### config.mk
export PLATFORM = sky130hd
export DESIGN_NAME = regfile_port_arbiter
export DESIGN_NICKNAME = d
export VERILOG_FILES = /design/src/rtl/regfile_port_arbiter.sv
export SDC_FILE = /design/constraint.sdc
export NUM_CORES = 1
export LEC_CHECK = 0
export CORE_AREA = 2 2 135 137
export DETAILED_ROUTE_END_ITERATION = 6
export DIE_AREA = 0 0 137 139
export GPL_TIMING_DRIVEN = 0
export HOLD_SLACK_MARGIN = 0.15
export PLACE_DENSITY = 0.55
export REMOVE_ABC_BUFFERS = 1
export SETUP_SLACK_MARGIN = 0.1
export SKIP_LAST_GASP = 1
export SLEW_MARGIN = 40
export SYNTH_ARGS = -nofsm -noshare
export SYNTH_HDL_FRONTEND = slang
export SYNTH_SLANG_ARGS = --single-unit
export TNS_END_PERCENT = 1
### constraint.sdc
create_clock -name clk -period 1.64 [get_ports clk]
set_input_delay 0.328 -clock clk [delete_from_list [all_inputs] [get_ports clk]]
set_output_delay 0.328 -clock clk [all_outputs]
set_load 0.05 [all_outputs]
### src/rtl/regfile_port_arbiter.sv
// Round-robin arbiter sharing one 2R/1W register file between requesters A and B.
// Read data from the register file is routed back to whichever side owned the transaction.
module regfile_port_arbiter #(
   parameter int unsigned ADDR_W = 5,
   parameter int unsigned DATA_W = 32
) (
   input  logic              clk,
   input  logic              rst,

   input  logic              a_valid,
   output logic              a_ready,
   input  logic [ADDR_W-1:0] a_rs1,
   input  logic [ADDR_W-1:0] a_rs2,
   input  logic              a_we,
   input  logic [ADDR_W-1:0] a_rd,
   input  logic [DATA_W-1:0] a_wdata,
   output logic              a_rsp_valid,
   output logic [DATA_W-1:0] a_rdata1,
   output logic [DATA_W-1:0] a_rdata2,

   input  logic              b_valid,
   output logic              b_ready,
   input  logic [ADDR_W-1:0] b_rs1,
   input  logic [ADDR_W-1:0] b_rs2,
   input  logic              b_we,
   input  logic [ADDR_W-1:0] b_rd,
   input  logic [DATA_W-1:0] b_wdata,
   output logic              b_rsp_valid,
   output logic [DATA_W-1:0] b_rdata1,
   output logic [DATA_W-1:0] b_rdata2,

   output logic [ADDR_W-1:0] rf_read1,
   output logic [ADDR_W-1:0] rf_read2,
   output logic [ADDR_W-1:0] rf_write,
   output logic [DATA_W-1:0] rf_wdata,
   output logic              rf_we,
   input  logic [DATA_W-1:0] rf_rdata1,
   input  logic [DATA_W-1:0] rf_rdata2
);

   logic prio_q, prio_d;
   logic rsp_pend_q, rsp_pend_d;
   logic rsp_owner_q, rsp_owner_d;
   logic accept;

   // Grants depend only on the valids and prio, never on the other side's ready.
   always_comb begin
      a_ready = 1'b0;
      b_ready = 1'b0;
      if (!rst) begin
         a_ready = a_valid && (!b_valid || !prio_q);
         b_ready = b_valid && (!a_valid || prio_q);
      end
   end

   assign accept = a_ready || b_ready;

   always_comb begin
      rf_read1 = '0;
      rf_read2 = '0;
      rf_write = '0;
      rf_wdata = '0;
      rf_we    = 1'b0;
      if (a_ready) begin
         rf_read1 = a_rs1;
         rf_read2 = a_rs2;
         rf_write = a_rd;
         rf_wdata = a_wdata;
         rf_we    = a_we && (a_rd != '0);
      end else if (b_ready) begin
         rf_read1 = b_rs1;
         rf_read2 = b_rs2;
         rf_write = b_rd;
         rf_wdata = b_wdata;
         rf_we    = b_we && (b_rd != '0);
      end
   end

   always_comb begin
      prio_d      = prio_q;
      rsp_pend_d  = accept;
      rsp_owner_d = rsp_owner_q;
      if (accept) begin
         prio_d      = ~b_ready;
         rsp_owner_d = b_ready;
      end
   end

   always_ff @(posedge clk) begin
      if (rst) begin
         prio_q      <= 1'b0;
         rsp_pend_q  <= 1'b0;
         rsp_owner_q <= 1'b0;
      end else begin
         prio_q      <= prio_d;
         rsp_pend_q  <= rsp_pend_d;
         rsp_owner_q <= rsp_owner_d;
      end
   end

   // Gating by rst drops a response that was pending when reset arrived.
   always_comb begin
      a_rsp_valid = !rst && rsp_pend_q && !rsp_owner_q;
      b_rsp_valid = !rst && rsp_pend_q && rsp_owner_q;
      a_rdata1    = a_rsp_valid ? rf_rdata1 : '0;
      a_rdata2    = a_rsp_valid ? rf_rdata2 : '0;
      b_rdata1    = b_rsp_valid ? rf_rdata1 : '0;
      b_rdata2    = b_rsp_valid ? rf_rdata2 : '0;
   end

endmodule

==> results by stage <==
CTS:
- The TritonCTS clock tree is built.
- CTS saw 3 sinks.
- Clock tree synthesis selected as its root buffer the cell sky130_fd_sc_hd__clkbuf_16.
- The number of buffers created by CTS is 3.
- The CTS clock-pin slew for the worst setup and hold paths is 30 ps.
- The number of hold buffers added after CTS was 0.
- CTS built an H-tree with a depth of 1.
- No sink is reached through more buffers than the 2 on the longest clock path.
- Clock latency on the worst-skew pair, taken at its later pin, is 220 ps.

Pwr:
- The part of the power in combinational logic is between 70 and 80%.
- The design internal power is 1.13 mW.
- The leakage component of the power is 2.48 nW.
- Of the total power, the clock network draws 17.8%.
- The total power draw is 2.16 mW.
- For this design the ratio of total power to cell area is 406 mW/mm^2.
- Sequential cells burn under 10% of the power.
- The peak ir drop on the vdd network is about 0.3 mV.
- The total net switching power is 1.03 mW.
- Net switching is 47.6% of the power.

Timing:
- For this run, the top clock speed supported by timing is slightly below 500 MHz.
- Setup repair after global routing could not meet its margin everywhere.
- The final critical path time including I/O delays and setup is just over 2000 ps.
- The slew of the pin with the lowest slew margin is just over 500 ps.
- The worst path uses 126% of the clock period.
- The final max-slew violation count came to 0.
- The number of failing hold endpoints at the final stage is 0.
- In this run the tightest slew margin relative to its limit is 66.1%.
- The post-route clock skew is 0.303 ps.
- For the final routed database, the setup TNS stands at -59,330 ps.
- The count of final setup violators is 180.
- The least setup slack across all paths after layout is -422 ps.

Route:
- After detailed routing, the number of remaining DRC violations is 0.
- Summing over every cut layer, the via total after detailed routing is 3,031.
- The detail route stage leaves a number of antenna-violating nets equal to 0.
- The routed wire length per instance is 17.8 um.
- After detailed routing, the number of vias per cell comes to roughly 3.8.
- The first routing iteration left 34 violations.
- The wire length after detailed routing is 14,100 um.
- The pre-antenna-repair detailed-routing pass consisted of 4 iterations.

Placement:
- The global placer's final weighted congestion is 0.756.
- The half-perimeter wire length of the detailed placement result is roughly 12,000 um.
- Before CTS, the worst setup slack after placement is -2090 ps.
- Buffers placed on the I/O ports in this run total 343.

Die:
- The die outline height is 139 um.
- During I/O placement, the number of pins put on the boundary was 344.
- The die covers 0.0190 mm^2.
- The initial standard-cell utilization of the core is under 10%.
- The number of placement rows is 49.
- The core area is 0.0177 mm^2.
- The floorplan die width is roughly 140 um.

Worst hold path:
- The tightest min-delay check is of the primary input to flop type.
- The startpoint of the lowest-slack hold path is rst.

Run status:
- The final reports fail on negative setup slack.
- The run finished, with violations left.

Setup path:
- Of all nets on the critical path, the largest fanout is 8.
- Together, buffers and inverters on the worst path number 4.
- STA classifies the critical path endpoint as an output pin.
- For the worst setup path, the data required time is 1310 ps.
- The kind of cell adding the most delay to the critical path is buffers and inverters.
- Traced cell by cell, the critical path runs through nor3b_4 > buf_6 > buf_8 > bufbuf_16 > and2_1 > buf_4.
- The kind of critical path is flop to output pin.
- The start of the worst register-to-register path is prio_q.
- The largest individual stage delay along the critical path comes from the cell sky130_fd_sc_hd__dfxtp_2.
- The worst setup path is launched from a flop.
- The largest single stage delay on the critical path is 340 ps.
- Data arrives at the worst endpoint at 1730 ps.
- The timing startpoint of the critical path is rsp_owner_q.

Synth:
- The register area share after synthesis is 3.95%.
- In this run the mean area of a mapped cell was 6.92 um^2.
- Counting flops with an async set or reset pin after synthesis yields a share of 0%.
- Summing the areas of all and, or, nand and nor instances in the mapped netlist gives 57.0% of the synthesized area.
- In the post-synthesis netlist, the biggest area contributors are sky130_fd_sc_hd__and2_1 53%, sky130_fd_sc_hd__a22o_1 27%, sky130_fd_sc_hd__dfxtp_1 3.9%.
- Summing the areas of all xor and xnor instances in the mapped netlist gives 0% of the synthesized area.
- After synthesis the cells add up to between 0.0015 and 0.002 mm^2.
- The combinational family with the most area after synthesis is simple AND/OR/NAND/NOR gates.
- The number of different library cells used by synthesis comes to 22.
- Counting flops and latches in the post-synthesis netlist gives 3.
- The prevailing post-synth register cell is sky130_fd_sc_hd__dfxtp_1.
- The biggest area contributor in the post-synthesis netlist is sky130_fd_sc_hd__and2_1.
- The compound-cell area share of the yosys netlist is 29.5%.
- The number of enable flip-flop cells after synthesis is 0.
- Synthesis produced 220 cells.
- Multiplexer cells account for 0% of the synthesized area.
- For this run, the number of Yosys warnings is 0.
- The area share of fa/ha/maj cells after synthesis is 0%.
- The top cell type by area accounts for approximately 53% of the synthesized area.

Global route:
- The via count of the first global-routing pass was ~3,100.
- The first global-routing pass estimated 19,200 um of wire.
- Entering global routing, the biggest net connects 49 pins.
- The total overflow left after global routing is 0.
- Across every metal layer, demand over resource in global routing totals between 10% and 20%.
- The initial antenna violation count came to 1.

Run:
- Max-cap violations in this run came to 0.

Final layout:
- After the last flow step, the layout net total stands at 729.
- Registers take 62.6 um^2.
- The multi-input combinational cells in the finished layout cover a total of 0.00140 mm^2.
- The layout has approximately 1,900 filler cells.
- The fraction of layout cells with a size suffix above 1 is 33.9%.
- From synthesis to final layout, the design area changed by 249%.
==> final cells by class <==
cell class / count / share of cell area (%)
timing repair buffer: 356 / 63.6
multi-input combinational: 192 / 26.3
tap: 229 / 5.39
clock buffer: 4 / 1.48
timing repair inverter: 7 / 1.34
sequential: 3 / 1.18
inverter: 2 / 0.589
antenna: 1 / 0.0471
==> logic make-up (layout without fill, tap and decap cells) <==
logic type	count (synthesis)	after routing
buffers and inverters	26	369
DFF	3	3
other	0	1
AOI/OAI and AO/OA	53	53
and+or+nand+nor	138	139
==> flip-flops by register name, indices dropped and copies added (netlist names) <==
register / count
prio_q: 1
rsp_owner_q: 1
rsp_pend_q: 1
==> cell usage after synthesis (2+ instances only) <==
cell type                  number
sky130_fd_sc_hd__buf_6          3
sky130_fd_sc_hd__clkbuf_2       6
sky130_fd_sc_hd__nand2_1        2
sky130_fd_sc_hd__clkbuf_1       7
sky130_fd_sc_hd__dfxtp_1        3
sky130_fd_sc_hd__inv_2          2
sky130_fd_sc_hd__and2_1       128
sky130_fd_sc_hd__buf_2          5
sky130_fd_sc_hd__or4_1          2
sky130_fd_sc_hd__o21ai_0        2
sky130_fd_sc_hd__a22o_1        47
sky130_fd_sc_hd__buf_4          3
==> routing by layer <==
layer  part of all wire, %  track usage (%)
met1                    38             14.5
met3                   9.2             2.92
met4                   1.1             2.60
met2                    52             26.1
met5                     0                0
==> power by group through the flow <==
stage | clock network, mW | logic [mW] | registers, mW
after floorplan | 0 | 0.802 | 0.0830
after global placement | 0 | 1.61 | 0.0833
after detailed placement | 0 | 1.63 | 0.0841
after CTS | 0.389 | 1.69 | 0.0849
after global routing | 0.399 | 1.76 | 0.0892
final | 0.383 | 1.69 | 0.0885
==> metrics by stage <==
stage	hold WS (ps)	util, %	cell area, um^2	instances
after CTS	387	29.8	5270	792
after global placement	486	28.9	5100	768
after detailed placement	492	29.2	5160	773
after global routing	427	30.1	5310	794
after floorplan	400	-	1380	196
final	405	30.1	5310	794
==> layout by cell type (no fill, tap or decap), types with 2 or more instances in the layout <==
cell and count:
sky130_fd_sc_hd__clkdlybuf4s18_2 15, sky130_fd_sc_hd__clkdlybuf4s50_1 155, sky130_fd_sc_hd__inv_8 5, sky130_fd_sc_hd__clkbuf_16 3, sky130_fd_sc_hd__buf_12 2, sky130_fd_sc_hd__buf_6 26
sky130_fd_sc_hd__a22o_1 46, sky130_fd_sc_hd__dfxtp_2 2, sky130_fd_sc_hd__or4_1 2, sky130_fd_sc_hd__and2_4 7, sky130_fd_sc_hd__bufbuf_16 2, sky130_fd_sc_hd__dlygate4sd2_1 26
sky130_fd_sc_hd__buf_4 49, sky130_fd_sc_hd__buf_8 2, sky130_fd_sc_hd__o21ai_1 2, sky130_fd_sc_hd__inv_6 3, sky130_fd_sc_hd__and2_1 121, sky130_fd_sc_hd__clkdlybuf4s15_2 29
sky130_fd_sc_hd__buf_2 38, sky130_fd_sc_hd__clkdlybuf4s15_1 11
==> worst paths after layout <==
kind | slack (ps) | end | depth (start not counted)
worst max-delay path | -420 | a_rdata1[20] | 6
worst min-delay path | 400 | rsp_owner_q | 2
worst max register to register | 630 | rsp_pend_q | 4
worst min register to register | 560 | prio_q | 1
==> what timing repair did <==
action | in CTS | in global routing
buffers inserted | 6 | 0
cloned | 9 | 1
pin swaps | 9 | 2
gates resized for setup | 856 | 16
hold endpoints to repair | 0 | 0
endpoints found under the setup margin | 180 | 180
No activity file was read; power rests on OpenSTA's default activity.
